**src/rtl/ram_ksa_engine_pkg.sv**
```systemverilog
// Shared types and helpers for the RC4 key-scheduling engine.
package ram_ksa_engine_pkg;

    // FSM state encoding; exported on state_tap for debug.
    typedef enum logic [3:0] {
        S_IDLE    = 4'd0,
        S_INIT_WR = 4'd1,
        S_ADDR_SI = 4'd2,
        S_WAIT_SI = 4'd3,
        S_CAP_SI  = 4'd4,
        S_WAIT_SJ = 4'd5,
        S_CAP_SJ  = 4'd6,
        S_WR_SI   = 4'd7,
        S_WR_SJ   = 4'd8,
        S_DONE    = 4'd9,
        S_ERR     = 4'd10
    } ksa_state_t;

    // Largest RAM read latency the wait counter is sized for.
    localparam int RD_LAT_MAX = 3;

    // Bit offset of key byte idx inside a packed key of nbytes bytes.
    // Byte 0 sits in the most significant slot.
    function automatic int key_byte_lsb(input int idx, input int nbytes, input int width);
        return (nbytes - 1 - idx) * width;
    endfunction

endpackage

```
**src/rtl/ram_ksa_engine_edge_detector.sv**
```systemverilog
// Rising-edge detector used to turn the start level into a single launch event.
module edge_detector (
    input  logic clk,
    input  logic reset_n,
    input  logic sig_i,
    output logic rise_o
);

    logic sig_q;

    // Remember the previous level of the input.
    always_ff @(posedge clk or negedge reset_n) begin
        if (!reset_n) begin
            sig_q <= 1'b0;
        end else begin
            sig_q <= sig_i;
        end
    end

    assign rise_o = sig_i & ~sig_q;

endmodule

```
**src/rtl/ram_ksa_engine.sv**
```systemverilog
// RC4 key-scheduling engine: optional identity fill of the S-box RAM followed
// by the full KSA swap loop, tolerant of a multi-cycle RAM read latency.
module ram_ksa_engine
    import ram_ksa_engine_pkg::*;
#(
    parameter int ADDR_WIDTH    = 8,
    parameter int DATA_WIDTH    = 8,
    parameter int MAX_KEY_BYTES = 3,
    parameter int RD_LAT        = 1
) (
    input  logic                                     clk,
    input  logic                                     reset_n,
    input  logic                                     start,
    input  logic                                     init_en,
    input  logic                                     abort,
    input  logic [$clog2(MAX_KEY_BYTES+1)-1:0]       key_len,
    input  logic [MAX_KEY_BYTES*DATA_WIDTH-1:0]      key,
    input  logic [DATA_WIDTH-1:0]                    ram_rdata,
    output logic [ADDR_WIDTH-1:0]                    ram_addr,
    output logic [DATA_WIDTH-1:0]                    ram_wdata,
    output logic                                     ram_we,
    output logic                                     busy,
    output logic                                     done,
    output logic                                     err,
    output logic [ADDR_WIDTH-1:0]                    i_tap,
    output logic [ADDR_WIDTH-1:0]                    j_tap,
    output logic [3:0]                               state_tap
);

    localparam int KLW = $clog2(MAX_KEY_BYTES + 1);
    localparam int KW  = MAX_KEY_BYTES * DATA_WIDTH;

    localparam logic [ADDR_WIDTH-1:0] I_LAST      = {ADDR_WIDTH{1'b1}};
    localparam logic [ADDR_WIDTH-1:0] ONE_A       = ADDR_WIDTH'(1);
    localparam logic [KLW-1:0]        ONE_K       = KLW'(1);
    localparam logic [KLW-1:0]        KEY_LEN_MAX = KLW'(MAX_KEY_BYTES);
    localparam int                    WAIT_LAST_I = (RD_LAT > 1) ? (RD_LAT - 2) : 0;
    localparam logic [1:0]            WAIT_LAST   = 2'(WAIT_LAST_I);
    localparam logic [1:0]            ONE_W       = 2'd1;

    // Elaboration-time parameter sanity.
    if (DATA_WIDTH != ADDR_WIDTH) begin : g_bad_width
        $error("ram_ksa_engine: DATA_WIDTH must equal ADDR_WIDTH");
    end
    if ((RD_LAT < 1) || (RD_LAT > RD_LAT_MAX)) begin : g_bad_lat
        $error("ram_ksa_engine: RD_LAT out of range");
    end

    ksa_state_t              state_q;
    logic [ADDR_WIDTH-1:0]   i_q;
    logic [ADDR_WIDTH-1:0]   j_q;
    logic [DATA_WIDTH-1:0]   si_q;
    logic [DATA_WIDTH-1:0]   sj_q;
    logic [KLW-1:0]          kidx_q;
    logic [KLW-1:0]          len_q;
    logic [KW-1:0]           key_q;
    logic [1:0]              wait_q;
    logic                    busy_q;
    logic                    done_q;
    logic                    err_q;

    logic                    start_rise_s;
    logic [DATA_WIDTH-1:0]   key_byte_s;
    logic [ADDR_WIDTH-1:0]   j_d;
    logic [ADDR_WIDTH-1:0]   addr_s;
    logic [DATA_WIDTH-1:0]   wdata_s;
    logic                    we_s;

    edge_detector u_start_edge (
        .clk     (clk),
        .reset_n (reset_n),
        .sig_i   (start),
        .rise_o  (start_rise_s)
    );

    // Current key byte and the candidate j computed while S[i] is on the read bus.
    assign key_byte_s = key_q[key_byte_lsb(int'(kidx_q), MAX_KEY_BYTES, DATA_WIDTH) +: DATA_WIDTH];
    assign j_d        = j_q + ram_rdata + key_byte_s;

    // Main sequencer: run acceptance, identity fill, read/swap loop, completion.
    always_ff @(posedge clk or negedge reset_n) begin
        if (!reset_n) begin
            state_q <= S_IDLE;
            i_q     <= '0;
            j_q     <= '0;
            si_q    <= '0;
            sj_q    <= '0;
            kidx_q  <= '0;
            len_q   <= '0;
            key_q   <= '0;
            wait_q  <= '0;
            busy_q  <= 1'b0;
            done_q  <= 1'b0;
            err_q   <= 1'b0;
        end else if (abort) begin
            // Abort drops the run on the floor; RAM contents are left as they are.
            state_q <= S_IDLE;
            wait_q  <= '0;
            busy_q  <= 1'b0;
            done_q  <= 1'b0;
            err_q   <= 1'b0;
        end else begin
            done_q <= 1'b0;
            err_q  <= 1'b0;
            case (state_q)
                S_IDLE: begin
                    if (start_rise_s) begin
                        if ((key_len == '0) || (key_len > KEY_LEN_MAX)) begin
                            state_q <= S_ERR;
                            err_q   <= 1'b1;
                        end else begin
                            key_q   <= key;
                            len_q   <= key_len;
                            i_q     <= '0;
                            j_q     <= '0;
                            kidx_q  <= '0;
                            wait_q  <= '0;
                            busy_q  <= 1'b1;
                            state_q <= init_en ? S_INIT_WR : S_ADDR_SI;
                        end
                    end
                end
                S_INIT_WR: begin
                    if (i_q == I_LAST) begin
                        i_q     <= '0;
                        state_q <= S_ADDR_SI;
                    end else begin
                        i_q <= i_q + ONE_A;
                    end
                end
                S_ADDR_SI: begin
                    wait_q  <= '0;
                    state_q <= (RD_LAT == 1) ? S_CAP_SI : S_WAIT_SI;
                end
                S_WAIT_SI: begin
                    if (wait_q == WAIT_LAST) begin
                        wait_q  <= '0;
                        state_q <= S_CAP_SI;
                    end else begin
                        wait_q <= wait_q + ONE_W;
                    end
                end
                S_CAP_SI: begin
                    si_q    <= ram_rdata;
                    j_q     <= j_d;
                    wait_q  <= '0;
                    state_q <= (RD_LAT == 1) ? S_CAP_SJ : S_WAIT_SJ;
                end
                S_WAIT_SJ: begin
                    if (wait_q == WAIT_LAST) begin
                        wait_q  <= '0;
                        state_q <= S_CAP_SJ;
                    end else begin
                        wait_q <= wait_q + ONE_W;
                    end
                end
                S_CAP_SJ: begin
                    sj_q    <= ram_rdata;
                    state_q <= S_WR_SI;
                end
                S_WR_SI: begin
                    state_q <= S_WR_SJ;
                end
                S_WR_SJ: begin
                    if (i_q == I_LAST) begin
                        busy_q  <= 1'b0;
                        done_q  <= 1'b1;
                        state_q <= S_DONE;
                    end else begin
                        i_q     <= i_q + ONE_A;
                        kidx_q  <= (kidx_q == (len_q - ONE_K)) ? '0 : (kidx_q + ONE_K);
                        state_q <= S_ADDR_SI;
                    end
                end
                S_DONE: begin
                    state_q <= S_IDLE;
                end
                S_ERR: begin
                    state_q <= S_IDLE;
                end
                default: begin
                    busy_q  <= 1'b0;
                    state_q <= S_IDLE;
                end
            endcase
        end
    end

    // RAM port decode from the current state; the j read address follows j_d directly.
    always_comb begin
        addr_s  = '0;
        wdata_s = '0;
        we_s    = 1'b0;
        case (state_q)
            S_INIT_WR: begin
                we_s    = 1'b1;
                addr_s  = i_q;
                wdata_s = i_q;
            end
            S_ADDR_SI, S_WAIT_SI: begin
                addr_s = i_q;
            end
            S_CAP_SI: begin
                addr_s = j_d;
            end
            S_WAIT_SJ, S_CAP_SJ: begin
                addr_s = j_q;
            end
            S_WR_SI: begin
                we_s    = 1'b1;
                addr_s  = i_q;
                wdata_s = sj_q;
            end
            S_WR_SJ: begin
                we_s    = 1'b1;
                addr_s  = j_q;
                wdata_s = si_q;
            end
            default: begin
                addr_s  = '0;
                wdata_s = '0;
                we_s    = 1'b0;
            end
        endcase
    end

    // Abort must kill a write in the very cycle it is raised.
    assign ram_we    = we_s & ~abort;
    assign ram_addr  = addr_s;
    assign ram_wdata = wdata_s;
    assign busy      = busy_q;
    assign done      = done_q;
    assign err       = err_q;
    assign i_tap     = i_q;
    assign j_tap     = j_q;
    assign state_tap = state_q;

endmodule
```
**config.mk**
```make
export PLATFORM = sky130hd
export DESIGN_NAME = ram_ksa_engine
export DESIGN_NICKNAME = d
export VERILOG_FILES = /design/src/rtl/ram_ksa_engine_pkg.sv /design/src/rtl/ram_ksa_engine_edge_detector.sv /design/src/rtl/ram_ksa_engine.sv
export SDC_FILE = /design/constraint.sdc
export NUM_CORES = 1
export LEC_CHECK = 0
export BUFFER_PORTS_ARGS = -buffer_cell sky130_fd_sc_hd__buf_2
export CORE_ASPECT_RATIO = 0.5
export CORE_UTILIZATION = 56
export DETAILED_ROUTE_END_ITERATION = 16
export GPL_TIMING_DRIVEN = 0
export PLACE_DENSITY = 0.8
export SKIP_CTS_REPAIR_TIMING = 1
export SLEW_MARGIN = 20
export SYNTH_ARGS = -nofsm -noshare
export SYNTH_HDL_FRONTEND = slang
export SYNTH_SLANG_ARGS = --single-unit
```
**constraint.sdc**
```tcl
create_clock -name clk -period 5.1 [get_ports clk]
set_input_delay 0.51 -clock clk [delete_from_list [all_inputs] [get_ports clk]]
set_output_delay 0.51 -clock clk [all_outputs]
set_load 0.1 [all_outputs]
```
; Yosys cells after proc, flatten, opt, wreduce, memory -nomap -nowiden
; Cells that the tools add are included.
[word_totals]
reg_bits = 70
in_bits = 39
output_inout_bits = 40
[op_classes]
add_sub_neg = 7
n_lt_le_gt_ge = 1
n_eq_ne = 22
shifts = 1
mux = 38
n_bitwise = 5
reduce_logical = 23
[ops]
columns = cell, n
row1 = $pmux 8 s3, 3
row2 = $pmux 4 s9, 1
row3 = $mux 8, 4
row4 = $mux 4, 7
row5 = $shiftx 24x6->8, 1
row6 = $ne 3x3->1 const B, 6
row7 = $add 8x8->8, 2
row8 = $eq 4x3->1 const B, 4
row9 = $pmux 8 s2, 1
row10 = $reduce_and 4->1, 4
row11 = $mux 2, 7
row12 = $eq 4x4->1 const B, 3
row13 = $mux 1, 12
row14 = $reduce_and 5->1, 2
row15 = $reduce_or 9->1, 1
row16 = $add 8x1->8 const B, 1
row17 = $eq 4x2->1 const B, 2
row18 = $eq 8x8->1 const B, 1
row19 = $ne 2x2->1 const B, 3
row20 = $pmux 2 s3, 1
row21 = $reduce_or 3->1, 2
row22 = $add 2x1->2 const B, 2
row23 = $eq 4x1->1 const B, 1
row24 = $logic_not 2->1, 2
row25 = other kinds (18), 24

; Longest topological paths before layout
; Gate-level depths: netlist (run 1).
[depth]
ltp_word = 6
mapped_depth = 16
mapped_depth_nobuf = 14

; Modules after synthesis
; From an unflattened synthesis (run 1), not the netlist that was laid out.
[unflattened]
cells_unflattened = 414
area_unflattened_um2 = 4204.0
[by_module_without_submodules]
columns = module, instances, cells_per_inst, area_per_inst_um2, seq_area_each_um2
row1 = ram_ksa_engine, 1, 412, 4165.2, 1726.7
row2 = edge_detector, 1, 2, 38.8, 25.0

; Worst setup path before layout (run 1)
; Ideal clock, no wire load.
[synth_path]
kind = register -> output
from = register kidx_q[1]
to = output port ram_addr[7]
t_arrival_ps = 5216
path_slack_ps = -626
stages_incl_launch_ff = 16
cell_sequence = dfrtp_1 ha_1 buf_2 buf_1 mux2i_1 nor2_1 a31oi_1 nor2_1 fa_1 inv_1 fa_1 nor2b_1 o31ai_1 a21oi_1 xnor2_1 o21ai_0
[synth_between]
elab_chain_len = 4
[synth_lines]
columns = item, line
row1 = from (decl), ram_ksa_engine.sv:54  ; logic [KLW-1:0] kidx_q;
row2 = from (signal assigned), ram_ksa_engine.sv:171  ; kidx_q <= (kidx_q == (len_q - ONE_K)) ? '0 : (kidx_q + ONE_K);
row3 = $sub 2x2->3, ram_ksa_engine_pkg.sv:25  ; return (nbytes - 1 - idx) * width;
row4 = $shiftx 24x6->8, ram_ksa_engine.sv:77  ; assign key_byte_s = key_q[key_byte_lsb(int'(kidx_q), MAX_KEY_BYTES, DATA_WIDTH) +: DATA_WIDTH];
row5 = $add 8x8->8, ram_ksa_engine.sv:78  ; assign j_d = j_q + ram_rdata + key_byte_s;
row6 = $pmux 8 s3, ram_ksa_engine.sv:194  ; case (state_q)
row7 = to (decl), ram_ksa_engine.sv:19  ; output logic [ADDR_WIDTH-1:0] ram_addr,
; Every way passes these cells.

; Worst setup path after layout (run 1)
; Ends and elaborated chain as after synthesis.

==> results of run 1 <==
-- stage by stage --
| step | cell area, µm² | total power [W] | std cells | worst slack (ps) |
|---|---|---|---|---|
| floorplan | 4247 | 0.002530 | 392 | 129.7 |
| global placement | 4752 | 0.002865 | 565 | 517.0 |
| detailed placement | 4782 | 0.002926 | 566 | 487.2 |
| CTS | 5126 | 0.003649 | 582 | 120.7 |
| global route | 5134 | 0.003882 | 581 | 186.4 |
| finish | 5134 | 0.003657 | 581 | 426.0 |
-- power groups by stage --
stage / logic, W / registers, W / clock network [W]
4_1_cts: 0.00201 / 0.000923 / 0.000715
5_1_grt: 0.00219 / 0.000952 / 0.000743
6_report: 0.00202 / 0.000923 / 0.000710
3_3_place_gp: 0.00194 / 0.000923 / 0
2_1_floorplan: 0.00132 / 0.00121 / 0
3_5_place_dp: 0.00200 / 0.000930 / 0
-- state kept, by name (all words and copies together), names as in the netlist, 2 cells and up --
name       flops
len_q          2
j_tap          8
wait_q         2
key_q         24
si_q           8
kidx_q         2
sj_q           8
state_tap      4
i_tap          8
-- cells by family (layout without fill, tap and decap cells) --
kind of cell	after synthesis	in the layout
AOI/OAI and AO/OA	90	90
xor gates and xnor gates	7	7
adders and majority gates	18	18
buffers and inverters	57	150
DFF	70	70
muxes	56	56
and+or+nand+nor	94	94
-- layout make-up --
class                   instances  area, µm²  area share (%)
plain buffers                  20      127.6           2.486
clock buffers                  12      266.5           5.191
repair buffers                 78      417.9           8.140
inverters                      36      135.1           2.632
well taps                      96      120.1           2.340
multi-input cells             265       2237           43.58
clock inverters                 4      77.57           1.511
flip-flops and latches         70       1752           34.12
-- cell usage after synthesis (all sizes together) (6+ instances only) --
cell	number
a222oi	10
a22o	6
nand2b	15
o21ai	15
fa	8
inv	36
mux2i	8
nand2	15
buf	10
clkbuf	11
xnor2	6
nor2	25
dfrtp	70
mux2	48
ha	10
nand3	10
nor3	10
a21oi	21
-- worst max-delay path by stage --
stage                       end  slack, ps  depth (start not counted)
floorplan           ram_addr[7]        130                         15
CTS                 ram_addr[7]        120                         16
global route        ram_addr[7]        190                         16
finish              ram_addr[7]        430                         16
global placement    ram_addr[7]        520                         16
detailed placement  ram_addr[7]        490                         16
-- worst max-delay path, cell delays in order, from the launching register on --
cell      delay [ps]
dfrtp_1          410
ha_1             280
buf_2            340
mux2i_1          260
o21ai_0           90
nand2b_1         150
fa_1             430
inv_1             70
ha_1             200
inv_1             80
fa_1             380
nor2b_1          210
o31ai_1          110
a21oi_1          180
xnor2_1          110
o21ai_1          150
clkbuf_4         350
-- layer usage --
layer  part of all wire [%]  track usage, %
met5                      0               0
met4                    1.4           8.689
met3                    7.7           7.732
met2                     47           43.30
met1                     44           37.25
==> metrics.md, run 1 <==
| Metric | Value |
|---|---|
| Pleak | `2.474 nW` |
| Multiplexer share of the synthesized area | `16.38%` |
| Internal power | `0.001953 W` |
| Simple-Gate Fraction of Synth Area | `12.85%` |
| Final Core Density | `70.11%` |
| Pwr dens | `712.3 nW/µm²` |
| Data arrival time of the worst path | `4160 ps` |
| Async S/R FF share, synth | `100.0%` |
| Clock Pin Slew Worst Setup and Hold Paths | `60 ps` |
| XOR/XNOR Fraction of Synth Area | `1.444%` |
| Period Utilization, post-route | `91.65%` |
| RD Place Congestion | `0.9256` |
| Largest family of logic cells by synthesized area | `multiplexers` |
| Core area | `7322 µm²` |
| R2R depth | `15` |
| Setup TNS Final | `0 ps` |
| Synth area leader | `dfrtp_1` |
| Crit path time final | `4674 ps` |
| GRT overflow | `0` |
| Final #Nets | `537` |
| Dpl hpwl | `7329 µm` |
| Most frequent cells in the layout | `buf_2, dfrtp_1, inv_1, mux2_2, nor2_1` |
| Top FF cell, synth | `dfrtp_1` |
| Synth Cell Area | `4247 µm²` |
| H-Tree Depth | `3` |
| CTS Buffer Depth | `2` |
| Synth top area share | `41.25%` |
| Die Y | `63.58 µm` |
| Clk root buf | `clkbuf_16` |
| Area grow syn2layout | `20.89%` |
| Avg Cell Area, Syn | `10.83 µm²` |
| R2R Setup Slk | `1530 ps` |
| Port Buffers | `77` |
| Slew @ Worst Pin | `889.4 ps` |
| Top cells by area, synth | `dfrtp_1, mux2_2, mux2_4` |
| Hold Crit Class | `primary input to async pin` |
| Worst-skew pair later-pin latency | `340 ps` |
| Number of flops mapped to enable cells by yosys | `0` |
| Final setup viols | `0` |
| Critical path class | `register to primary output` |
| DR WL/cell | `17.32 µm` |
| Synthesized instance count | `392` |
| Reg2reg start | `kidx_q[1]` |
| Sequential-to-total area share from yosys stat | `41.25%` |
| Seq cells post-synth | `70` |
| First-pass GRT wire length | `16,570 µm` |
| Comb pwr share | `55.3%` |
| WL final | `10,060 µm` |
| Total number of yosys warnings | `0` |
| Worst EP required | `4590 ps` |
| Run status | `finished clean` |
| Largest net degree at the start of global routing | `58` |
| Antenna violations before repair | `0` |
| Syn Nets | `449` |
| Commonest non-fill, non-tap cell in the layout | `buf_2` |
| Layout fillers | `540` |
| # Max-Cap Violations | `0` |
| Worst rel slew slack | `40.55%` |
| N_diodes | `0` |
| Psw | `0.001704 W` |
| FF-to-FF End | `j_tap[7]` |
| Switching Share | `46.60%` |
| Layout cells sized above 1 | `32.99%` |
| Slew Limit Fails | `0` |
| CTS tree | `built` |
| Initial DRT Pass Iterations | `7` |
| Full die area | `7956 µm²` |
| Vias in the first global route | `3,313` |
| Crit path from | `kidx_q[1]` |
| Critical path fanouts, max | `17` |
| Post-route ant nets | `0` |
| Seq pwr share | `25.2%` |
| Worst Setup End Kind | `primary output` |
| Clk pwr share | `19.4%` |
| Clk sinks | `70` |
| CP Launch Type | `register` |
| DRC Markers | `0` |
| Via count | `3,466` |
| Hold slack | `24.85 ps` |
| Final hold violation count | `0` |
| Synth Area in Adders | `6.718%` |
| Max Clock Skew | `8.779 ps` |
| Ports | `79` |
| First-iteration detailed-routing DRC count | `323` |
| Post-synth cell types | `59` |
| All-Layer GR Usage | `27.59%` |
| Vias per inst | `5.966` |
| RSZ-0062 raised after global routing | `no` |
| Compound-cell area share of the yosys netlist | `15.09%` |
| Core Rows | `22` |
| Die X | `125.2 µm` |
| Num CTS Buffers | `9` |
| Fmax | `0.2139 GHz` |
| Starting Density | `58.00%` |
| Max IR drop VDD | `0.0003229 V` |
(Power assumes the default switching activity.)
==> inputs of run 2 (changes only) <==
Settings changed: CORE_MARGIN set to 5.
==> run 2 against run 1 <==
Sequential power up 0.8%. Count of clock-buffer cells in the layout rose by 1. Register-to-register slack gained 70 ps. Wire length is 4.0% higher. Core utilization fell by 0.74 points. First-iteration DRC count shrank 9.0%. Non-clock buffer count did not move. Combinational power hardly changed. Die area is 20% higher. Fmax shrank 0.45%. Clock power is 6.8% lower. Critical path type unchanged. Highest routed layer unchanged.
==> metrics.md, run 2 (synthesis gave the netlist of run 1 again) <==
| Metric | Value |
|---|---|
| Run status | `finished clean (unchanged)` |
| Clk sinks | `70 (unchanged)` |
| RD Place Congestion | `0.9196 (was 0.9256)` |
| Period Utilization, post-route | `92.07% (was 91.65%)` |
| CP Launch Type | `register (unchanged)` |
| Setup TNS Final | `0 ps (unchanged)` |
| Full die area | `9530 µm² (was 7956 µm²)` |
| Pleak | `2.465 nW (was 2.474 nW)` |
| Fmax | `0.2130 GHz (was 0.2139 GHz)` |
| DP Worst Slack | `488.1 ps (was 487.2 ps)` |
| Worst-skew pair later-pin latency | `340 ps (about the same)` |
| Slew @ Worst Pin | `1184 ps (was 889.4 ps)` |
| Layout cells sized above 1 | `32.99% (unchanged)` |
| Final setup viols | `0 (unchanged)` |
| Setup ws final | `404.7 ps (was 426.0 ps)` |
| First-pass GRT wire length | `17,190 µm (was 16,570 µm)` |
| Final hold violation count | `0 (unchanged)` |
| Max Clock Skew | `6.342 ps (was 8.779 ps)` |
| Die X | `133.2 µm (was 125.2 µm)` |
| First-iteration detailed-routing DRC count | `294 (was 323)` |
| All-Layer GR Usage | `22.76% (was 27.59%)` |
| Commonest non-fill, non-tap cell in the layout | `buf_2 (unchanged)` |
| Cells along the critical path | `ha_1, buf_2, mux2i_1, o21ai_0, nand2b_1, fa_1, inv_1, ha_1, inv_1, fa_1, nor2b_1, o31ai_1, a21oi_1, xnor2_1, o21ai_1, buf_2 (was ha_1, buf_2, mux2i_1, o21ai_0, nand2b_1, fa_1, inv_1, ha_1, inv_1, fa_1, nor2b_1, o31ai_1, a21oi_1, xnor2_1, o21ai_1, clkbuf_4)` |
| Die Y | `71.58 µm (was 63.58 µm)` |
| Critical path class | `register to primary output (unchanged)` |
| Max stage delay on crit path | `450 ps (was 430 ps)` |
| Via count | `3,444 (was 3,466)` |
| Num CTS Buffers | `9 (unchanged)` |
| Post-route ant nets | `0 (unchanged)` |
| Final #Nets | `537 (unchanged)` |
| Total chip power | `0.003606 W (was 0.003657 W)` |
| Data arrival time of the worst path | `4190 ps (was 4160 ps)` |
| RSZ-0062 raised after global routing | `no (unchanged)` |
| Worst rel slew slack | `20.88% (was 40.55%)` |
| # Max-Cap Violations | `0 (unchanged)` |
| Worst Setup End Kind | `primary output (unchanged)` |
| Vias in the first global route | `3,445 (was 3,313)` |
| Port Buffers | `77 (unchanged)` |
| Hold Crit Class | `primary input to async pin (unchanged)` |
| Slew Limit Fails | `0 (unchanged)` |
| Area grow syn2layout | `20.06% (was 20.89%)` |
| Max IR drop VDD | `0.0003587 V (was 0.0003229 V)` |
| Seq pwr share | `25.8% (was 25.2%)` |
| Crit path time final | `4695 ps (was 4674 ps)` |
| CTS tree | `built (unchanged)` |
| Max reg flops | `24 (unchanged)` |
| CTS Buffer Depth | `2 (unchanged)` |
| Dpl hpwl | `7698 µm (was 7329 µm)` |
| DRC Markers | `0 (unchanged)` |
| Ports | `79 (unchanged)` |
| Worst EP required | `4590 ps (about the same)` |
| Pwr dens | `707.2 nW/µm² (was 712.3 nW/µm²)` |
| Biggest register | `key_q (unchanged)` |
| N_diodes | `0 (unchanged)` |
| Vias per inst | `5.928 (was 5.966)` |
| Cell area after placement | `4782 µm² (unchanged)` |
| Fin area | `5099 µm² (was 5134 µm²)` |
| Cell family with most CP delay | `adder cells (unchanged)` |
| Psw | `0.001699 W (was 0.001704 W)` |
| Starting Density | `57.78% (was 58.00%)` |
| Clk root buf | `clkbuf_16 (unchanged)` |
| Most frequent cells in the layout | `buf_2, dfrtp_1, inv_1, mux2_2, nor2_1 (unchanged)` |
| Layout fillers | `555 (was 540)` |
| Switching Share | `47.11% (was 46.60%)` |
| Largest net degree at the start of global routing | `56 (was 58)` |
| Comb pwr share | `55.9% (was 55.3%)` |
| Buf+Inv Stages, Crit Path | `4 (unchanged)` |
| Core area | `7350 µm² (was 7322 µm²)` |
| GRT overflow | `0 (unchanged)` |
| Initial DRT Pass Iterations | `6 (was 7)` |
| Antenna violations before repair | `0 (unchanged)` |
| WL final | `10,470 µm (was 10,060 µm)` |
| Core Rows | `22 (unchanged)` |
| DR WL/cell | `18.02 µm (was 17.32 µm)` |
| Final Core Density | `69.37% (was 70.11%)` |
| CP max-delay cell | `buf_2 (was fa_1)` |
| Clock Pin Slew Worst Setup and Hold Paths | `60 ps (about the same)` |
| H-Tree Depth | `3 (unchanged)` |
| Clk pwr share | `18.3% (was 19.4%)` |
| Critical path fanouts, max | `17 (unchanged)` |
| Internal power | `0.001907 W (was 0.001953 W)` |
-- run 2: area by class of cell --
class / instances / area (µm²) / area share, %
multi-input combinational: 265 / 2228 / 43.71
timing repair buffer: 78 / 415.4 / 8.147
sequential: 70 / 1752 / 34.36
clock buffer: 13 / 280.3 / 5.497
tap: 96 / 120.1 / 2.356
buffer: 20 / 127.6 / 2.503
inverter: 36 / 135.1 / 2.650
clock inverter: 3 / 40.04 / 0.7853
-- run 2: final timing paths --
path                       cells past startpoint      start  slack [ps]                 end
hold reg to reg                                1  key_q[12]         510           key_q[12]
setup reg to reg                              15  kidx_q[1]        1600            j_tap[7]
hold / removal                                 1    reset_n          30           key_q[19]
max in group asynchronous                      2    reset_n        4510             sj_q[3]
min in group clk                               1      start         310  u_start_edge.sig_q
setup / recovery                              16  kidx_q[1]         400         ram_addr[7]
-- run 2: metrics by stage --
stage	instances	hold WS, ps
floorplan	392	214.4
global placement	565	489.6
detailed placement	566	386.1
CTS	582	28.99
global route	581	48.73
finish	581	34.68
-- run 2: metal layers --
layer  vias to the layer above  wire (µm)  track usage (%)
li1                       1602          -                -
met1                      1682       4633            29.52
met2                       144       4909            37.30
met3                        16        776            6.592
met4                         0        150            7.412
met5                         -          0                0
-- run 2: worst reg2reg max path: stages, from the launching register on --
cell and delay (ps):
dfrtp_1 420, ha_1 280, buf_2 340, mux2i_1 230, o21ai_0 90, nand2b_1 150
fa_1 430, inv_1 70, ha_1 200, inv_1 70, fa_1 380, nor2b_1 200
o31ai_1 110, a21oi_1 180, xnor2_1 160, o2bb2ai_1 80
-- run 2: power by group through the flow --
stage	clock network, W	logic (W)	registers [W]
after detailed placement	0	0.00200	0.000934
after global routing	0.000689	0.00219	0.000953
after CTS	0.000666	0.00201	0.000926
after floorplan	0	0.00132	0.00121
final	0.000662	0.00201	0.000930
after global placement	0	0.00195	0.000924
